<file path="config.mk">
export PLATFORM = sky130hd
export DESIGN_NAME = cavlc_coeff_rebuild
export DESIGN_NICKNAME = d
export VERILOG_FILES = /design/src/rtl/cavlc_coeff_rebuild.sv
export SDC_FILE = /design/constraint.sdc
export NUM_CORES = 1
export LEC_CHECK = 0
export CORE_AREA = 3 3 154 156
export CTS_CLUSTER_SIZE = 20
export DETAILED_ROUTE_END_ITERATION = 8
export DIE_AREA = 0 0 157 159
export PLACE_DENSITY = 0.78
export SYNTH_ARGS = -nofsm -noshare
export SYNTH_HDL_FRONTEND = slang
export SYNTH_SLANG_ARGS = --single-unit
</file>
<file path="constraint.sdc">
create_clock -name clk -period 3.79 [get_ports clk]
set_input_delay 0.379 -clock clk [delete_from_list [all_inputs] [get_ports clk]]
set_output_delay 0.379 -clock clk [all_outputs]
set_load 0.02 [all_outputs]
</file>
<file path="src/rtl/cavlc_coeff_rebuild.sv">
// cavlc_coeff_rebuild: places CAVLC level/run pairs back into a 4x4 block via zigzag scan
module cavlc_coeff_rebuild (
  input  logic         clk,
  input  logic         rst,
  input  logic         start,
  input  logic [4:0]   total_coeffs,
  input  logic [3:0]   total_zeros,
  input  logic         coef_valid,
  output logic         coef_ready,
  input  logic [14:0]  coef_level,
  input  logic [3:0]   coef_run,
  output logic [239:0] blk_out,
  output logic         out_valid,
  input  logic         out_ready,
  output logic         busy,
  output logic         err
);
  typedef enum logic [1:0] {IDLE, FILL, OUT} state_t;
  localparam logic [63:0] ZZ = 64'hFEB7_ADC9_6325_8410;
  state_t state;
  logic [4:0] cnt, ptr;
  logic [3:0] zl, run, raster;
  logic [5:0] sum;
  logic bad;
  always_comb begin
    sum = {1'b0, total_coeffs} + {2'b0, total_zeros};
    bad = total_coeffs != 5'd0 && (total_coeffs > 5'd16 || sum > 6'd16);
    run = coef_run > zl ? zl : coef_run;
    raster = ZZ[4*ptr[3:0] +: 4];
  end
  assign coef_ready = state == FILL;
  assign out_valid = state == OUT;
  assign busy = state != IDLE;
  always_ff @(posedge clk) begin
    if (rst) begin
      state <= IDLE;
      blk_out <= '0;
      cnt <= '0;
      zl <= '0;
      ptr <= '0;
      err <= 1'b0;
    end else if (state == IDLE) begin
      if (start) begin
        blk_out <= '0;
        cnt <= total_coeffs;
        zl <= total_zeros;
        ptr <= sum[4:0] - 5'd1;
        err <= bad;
        state <= (total_coeffs == 5'd0 || bad) ? OUT : FILL;
      end
    end else if (state == FILL) begin
      if (coef_valid) begin
        blk_out[15*raster +: 15] <= coef_level;
        cnt <= cnt - 5'd1;
        if (cnt == 5'd1) begin
          state <= OUT;
          err <= err | (ptr != {1'b0, zl}) | (coef_level == 15'd0);
        end else begin
          ptr <= ptr - 5'd1 - {1'b0, run};
          zl <= zl - run;
          err <= err | (coef_run > zl) | (coef_level == 15'd0);
        end
      end
    end else if (out_ready) begin
      state <= IDLE;
    end
  end
endmodule

</file>
# Yosys cells after proc, flatten, opt, wreduce, memory -nomap -nowiden
# Cells that the tools add are included.
[op_classes]
shift = 3
n_bitwise = 4
n_addsub = 7
n_reduce_logical = 14
eq_ne = 8
muxes = 32
multipliers = 1
magnitude_cmp = 3
[op_table]
columns = ["cell", "count"]
rows = [
  ["2-to-1 mux 240 bit", 4],
  ["bitwise mux 240 bit", 1],
  ["variable shift 15 x 34 -> 240 bit (first input constant)", 1],
  ["variable part select 15 x 34 -> 240 bit", 1],
  ["variable part select 64 x 7 -> 4 bit (first input constant)", 1],
  ["2-to-1 mux 5 bit", 9],
  ["negator 8 -> 34 bit", 1],
  ["2-to-1 mux 4 bit", 6],
  ["logical NOT 15 bit", 1],
  ["subtractor 5 x 1 -> 5 bit (second input constant)", 3],
  ["2-to-1 mux 2 bit", 7],
  ["multiplier 4 x 4 -> 8 bit (first input constant)", 1],
  ["AND reduction 4 bit", 2],
  ["adder 5 x 4 -> 6 bit", 1],
  ["greater-than comparator 6 x 5 -> 1 bit (second input constant)", 1],
  ["nonzero test 2 bit", 3],
  ["equality test 5 x 1 -> 1 bit (second input constant)", 1],
  ["greater-than comparator 5 bit (second input constant)", 1],
  ["logical NOT 5 bit", 1],
  ["2-to-1 mux 1 bit", 5],
  ["inequality test 5 x 4 -> 1 bit", 1],
  ["nonzero test 5 bit", 1],
  ["subtractor 5 x 4 -> 5 bit", 1],
  ["greater-than comparator 4 bit", 1],
  ["12 further kinds", 17],
]
[totals]
regBits = 257
in_bits = 33
wordCells = 78

# Depth between registers and ports, before layout
[logic_depth]
word_depth = 8
mapped_depth = 16

# Worst setup path before layout
# No wires, ideal clock.
[synth_path]
kind = "reg2reg"
startpoint = "reg ptr[0]"
endpoint = "reg blk_out[210]"
period_less_slack_ns = 3.033
arrival_time_ns = 2.916
path_buffers = 2
setup_time_ns = 0.117
slack_ns = 0.757
required_ns = 3.673
stages_incl_launch_ff = 13
path_cell_list = "dfxtp_1 > inv_1 > ha_1 > a221oi_4 > inv_2 > ha_1 > buf_1 > nand2_1 > a211oi_2 > o21ai_2 > nor2b_1 > buf_2 > a22o_1"
[synth_via]
elab_chain_cells = 8
[synth_lines]
columns = ["element", "line_no", "text"]
rows = [
  ["from (decl)", "21", "logic [4:0] cnt, ptr;"],
  ["from (signal assigned)", "47", "ptr <= sum[4:0] - 5'd1;"],
  ["from (signal assigned)", "59", "ptr <= ptr - 5'd1 - {1'b0, run};"],
  ["variable part select 64 x 7 -> 4 bit (*)", "29", "raster = ZZ[4*ptr[3:0] +: 4];"],
  ["multiplier 4 x 4 -> 8 bit (*)", "53", "blk_out[15*raster +: 15] <= coef_level;"],
  ["negator 8 -> 34 bit (*)", "53", ""],
  ["variable part select 15 x 34 -> 240 bit / variable shift 15 x 34 -> 240 bit (equally long branches)", "53", ""],
  ["bitwise mux 240 bit (*)", "53", ""],
  ["2-to-1 mux 240 bit (*)", "52", "if (coef_valid) begin"],
  ["2-to-1 mux 240 bit (*)", "51", "end else if (state == FILL) begin"],
  ["2-to-1 mux 240 bit (*)", "42", "end else if (state == IDLE) begin"],
  ["to (signal, indexed assignment)", "53", ""],
  ["to (decl)", "12", "output logic [239:0] blk_out,"],
]
# Every way passes the cells marked *; elsewhere a longest branch is shown, timed or not. The select of a mux whose other input is x is not followed.
# A chain may end at the register's enable or synchronous reset.

# Final worst setup path
[layout_path]
startpoint = "reg ptr[0]"
endpoint = "reg blk_out[207]"
# The elaborated chain is that of the path after synthesis.

==> results.sh <==
export IMPL_run_status="complete, no violations"
export IMPL_hold_path_end="blk_out[89]"
export IMPL_period_needed_ns=3.54
export IMPL_slew_headroom=0.277
export IMPL_n_antenna_cell=0
export IMPL_antenna_found_initial=0
export IMPL_rsz0062_at_grt="no"
export IMPL_final_core_util=0.618
export IMPL_synth_top_family_by_area="compound AO/OA/AOI/OAI gates"
export IMPL_num_vias=8945
export IMPL_drive_above_1_share=0.0988
export IMPL_setup_viol=0
export IMPL_io_buffers=276
export IMPL_reg2reg_from="ptr[0]"
export IMPL_hold_depth=2
export IMPL_dp_cells=1473
export IMPL_drt_pass1_iterations=5
export IMPL_ys_seq_area_frac=0.513
export IMPL_core_area_um2=22500
export IMPL_muxShareOfSynthArea=0.00849
export IMPL_die_area_um2=25000
export IMPL_cts_sinks=257
export IMPL_dp_hpwl_mm=23.2
export IMPL_grt_start_max_net_pins=75
export IMPL_synth_edf_count=0
export IMPL_grtUsageTotal=0.259
export IMPL_gr_total_overflow=0
export IMPL_worstSkewPairLatency_ns=0.53
export IMPL_instances_no_fill=1520
export IMPL_synth_area_um2=10000
export IMPL_h_tree_depth=1
export IMPL_synth_seq_cells=257
export IMPL_grt_pass1_wl_mm=51.3
export IMPL_antenna_left=0
export IMPL_synthSimpleGateAreaFrac=0.112
export IMPL_ff2ff_path_depth=10
export IMPL_p_leak_nw=5.12
export IMPL_r2r_end="blk_out[207]"
export IMPL_yosys_warnings=0
export IMPL_synth_cells=961
export IMPL_tritoncts="yes"
export IMPL_fp_row_count=55
export IMPL_switching_share=0.299
export IMPL_fillers=1796
export IMPL_power_share_combinational=0.192
export IMPL_syn_num_nets=1018
export IMPL_wirelength_mm=34.0
export IMPL_initial_utilization=0.445
export IMPL_syn_to_final_growth_pct=38.8
export IMPL_p_int_mw=4.59
export IMPL_cts_buffers=26
export IMPL_ios=277
export IMPL_fmax_mhz=282
export IMPL_clock_power_share=0.382
export IMPL_synth_flop_cell="dfxtp_1"
export IMPL_cts_hold_buffers=0
export IMPL_p_per_area_nw_per_um2=471
export IMPL_hold_path_class="input port to flip-flop"
export IMPL_fin_skew_ns=0.0188
export IMPL_cp_start_kind="flip-flop"
export IMPL_cts_root_buf="clkbuf_16"
export IMPL_nNetsFinal=1273
export IMPL_drc=0
export IMPL_synth_compound_area_share=0.277
export IMPL_wire_per_inst_um=22.4
export IMPL_place_gp_congestion=0.882
export IMPL_die_h_um=159
export IMPL_worst_pin_slew_ns=1.08
export IMPL_clockBufferDepth=3
export IMPL_syn_avg_cell_area_um2=10.4
export IMPL_fin_crit_sh=0.935
export IMPL_seqPwrFrac=0.426
export IMPL_ys_types=74
export IMPL_hp_start="rst"
export IMPL_final_hold_viol_count=0
export IMPL_grt_pass1_vias=8506
export IMPL_reg2reg_slack_ns=0.25
export IMPL_synth_fa_ha_area_frac=0.0332
export IMPL_yosys_area_share_xor_xnor=0.0121
export IMPL_arrival_ns=3.99
export IMPL_cp_max_fo=15
export IMPL_critical_path_class="flip-flop to flip-flop"
export IMPL_required_ns=4.24
export IMPL_end_kind="flip-flop"
export IMPL_async_reset_ff_frac=0
export IMPL_maxSlewViolCount=0
export IMPL_vdd_drop_max_mv=0.442
export IMPL_drtIter0Drc=693
export IMPL_clk_pin_slew_worst_paths_ns=0.07
export IMPL_drv_cap=0
export IMPL_die_x_um=157
export IMPL_finalSetupTns_ns=0
export IMPL_switching_power_mw=1.96
export IMPL_viasPerCell=5.88
stage by stage:
stage	total power [mW]	worst slack (ns)	instance area (µm²)	hold WS, ns
after floorplan	3.72	0.757	10000	0.445
after global placement	4.07	0.320	13100	0.447
after detailed placement	4.09	0.213	13100	0.453
after CTS	6.57	0.283	13900	0.442
after global routing	6.81	0.00342	13900	0.452
final	6.56	0.248	13900	0.422
worst max-delay path by stage:
stage | start | to | slack (ns) | depth (start not counted)
floorplan | ptr[0] | blk_out[210] | 0.76 | 12
global placement | coef_run[2] | zl[3] | 0.32 | 13
detailed placement | coef_run[2] | ptr[2] | 0.21 | 12
CTS | ptr[0] | blk_out[207] | 0.28 | 10
global route | ptr[0] | blk_out[207] | 0.003 | 10
finish | ptr[0] | blk_out[207] | 0.25 | 10
routing by layer:
metal / up-vias / track usage / part of all wire
li1: 4124 / - / -
met5: - / 0 / 0
met2: 418 / 0.419 / 0.46
met4: 0 / 0.0545 / 0.020
met3: 48 / 0.0625 / 0.087
met1: 4355 / 0.353 / 0.43
state kept, by name, summed over array words and instances (netlist names):
name	count
cnt	5
state	2
ptr	5
blk_out	240
zl	4
err	1
layout by cell type (no fill, tap or decap), drive strengths merged, types with 9 or more instances in the layout:
cell type,count
a22o,134
dfxtp,257
inv,25
clkbuf,33
nor2b,18
a22oi,42
a32oi,26
a21oi,32
nor2,104
nand2,22
o21ai,13
clkinv,10
ha,21
a32o,40
clkdlybuf4s50,275
nor3,12
buf,37
and2,17
nand2b,9
a211oi,14
cells in the mapped netlist (all sizes together) (5+ instances only):
cell,instances,area (µm²)
a211oi,14,115
a21oi,32,190
a22o,134,1170
a22oi,42,315
a32o,40,400
a32oi,26,228
and2,17,106
buf,27,136
clkbuf,58,218
dfxtp,257,5140
ha,21,263
inv,24,90.1
mux2i,5,62.6
nand2,22,82.6
nand2b,9,58.8
nand3,7,35.0
nor2,104,408
nor2b,18,113
nor3,12,81.3
nor3b,5,63.8
o21a,8,60.1
o21ai,13,76.3
xnor2,7,68.8
xor2,6,52.6
kinds of logic after synthesis:
family                     after synthesis
adders and majority gates               25
buffers and inverters                  109
AOI/OAI and AO/OA                      333
xor gates and xnor gates                13
DFF                                    257
and+or+nand+nor                        217
muxes                                    7
power groups by stage:
stage	Clock [mW]	Sequential, mW	Combinational [mW]
CTS	2.53	2.79	1.24
global placement	0	2.85	1.22
global route	2.64	2.80	1.37
detailed placement	0	2.85	1.24
finish	2.51	2.79	1.26
floorplan	0	2.83	0.892
area by class of cell:
| class | count | area, µm² | share of cell area |
|---|---|---|---|
| Sequential cell | 257 | 5140 | 0.370 |
| Multi-Input combinational cell | 595 | 4450 | 0.320 |
| Timing Repair Buffer | 312 | 3030 | 0.218 |
| Clock buffer | 33 | 728 | 0.0523 |
| Tap cell | 285 | 357 | 0.0256 |
| Clock inverter | 14 | 111 | 0.00800 |
| Inverter | 24 | 90.1 | 0.00647 |
worst max-delay path, stage by stage (launching register included):
cell      delay [ns]
dfxtp_1         0.52
inv_1           0.14
ha_1            0.26
a221oi_4        0.44
inv_2           0.11
ha_1            0.32
xnor2_2         0.36
or2_1           0.18
a21oi_1         0.07
nor2_1          0.78
a22o_1          0.28
timing repair:
action,CTS,global route
setup buffers,0,0
gates resized for setup,0,2
endpoints found under the setup margin,0,2
Power figures use the tool's default switching activity.
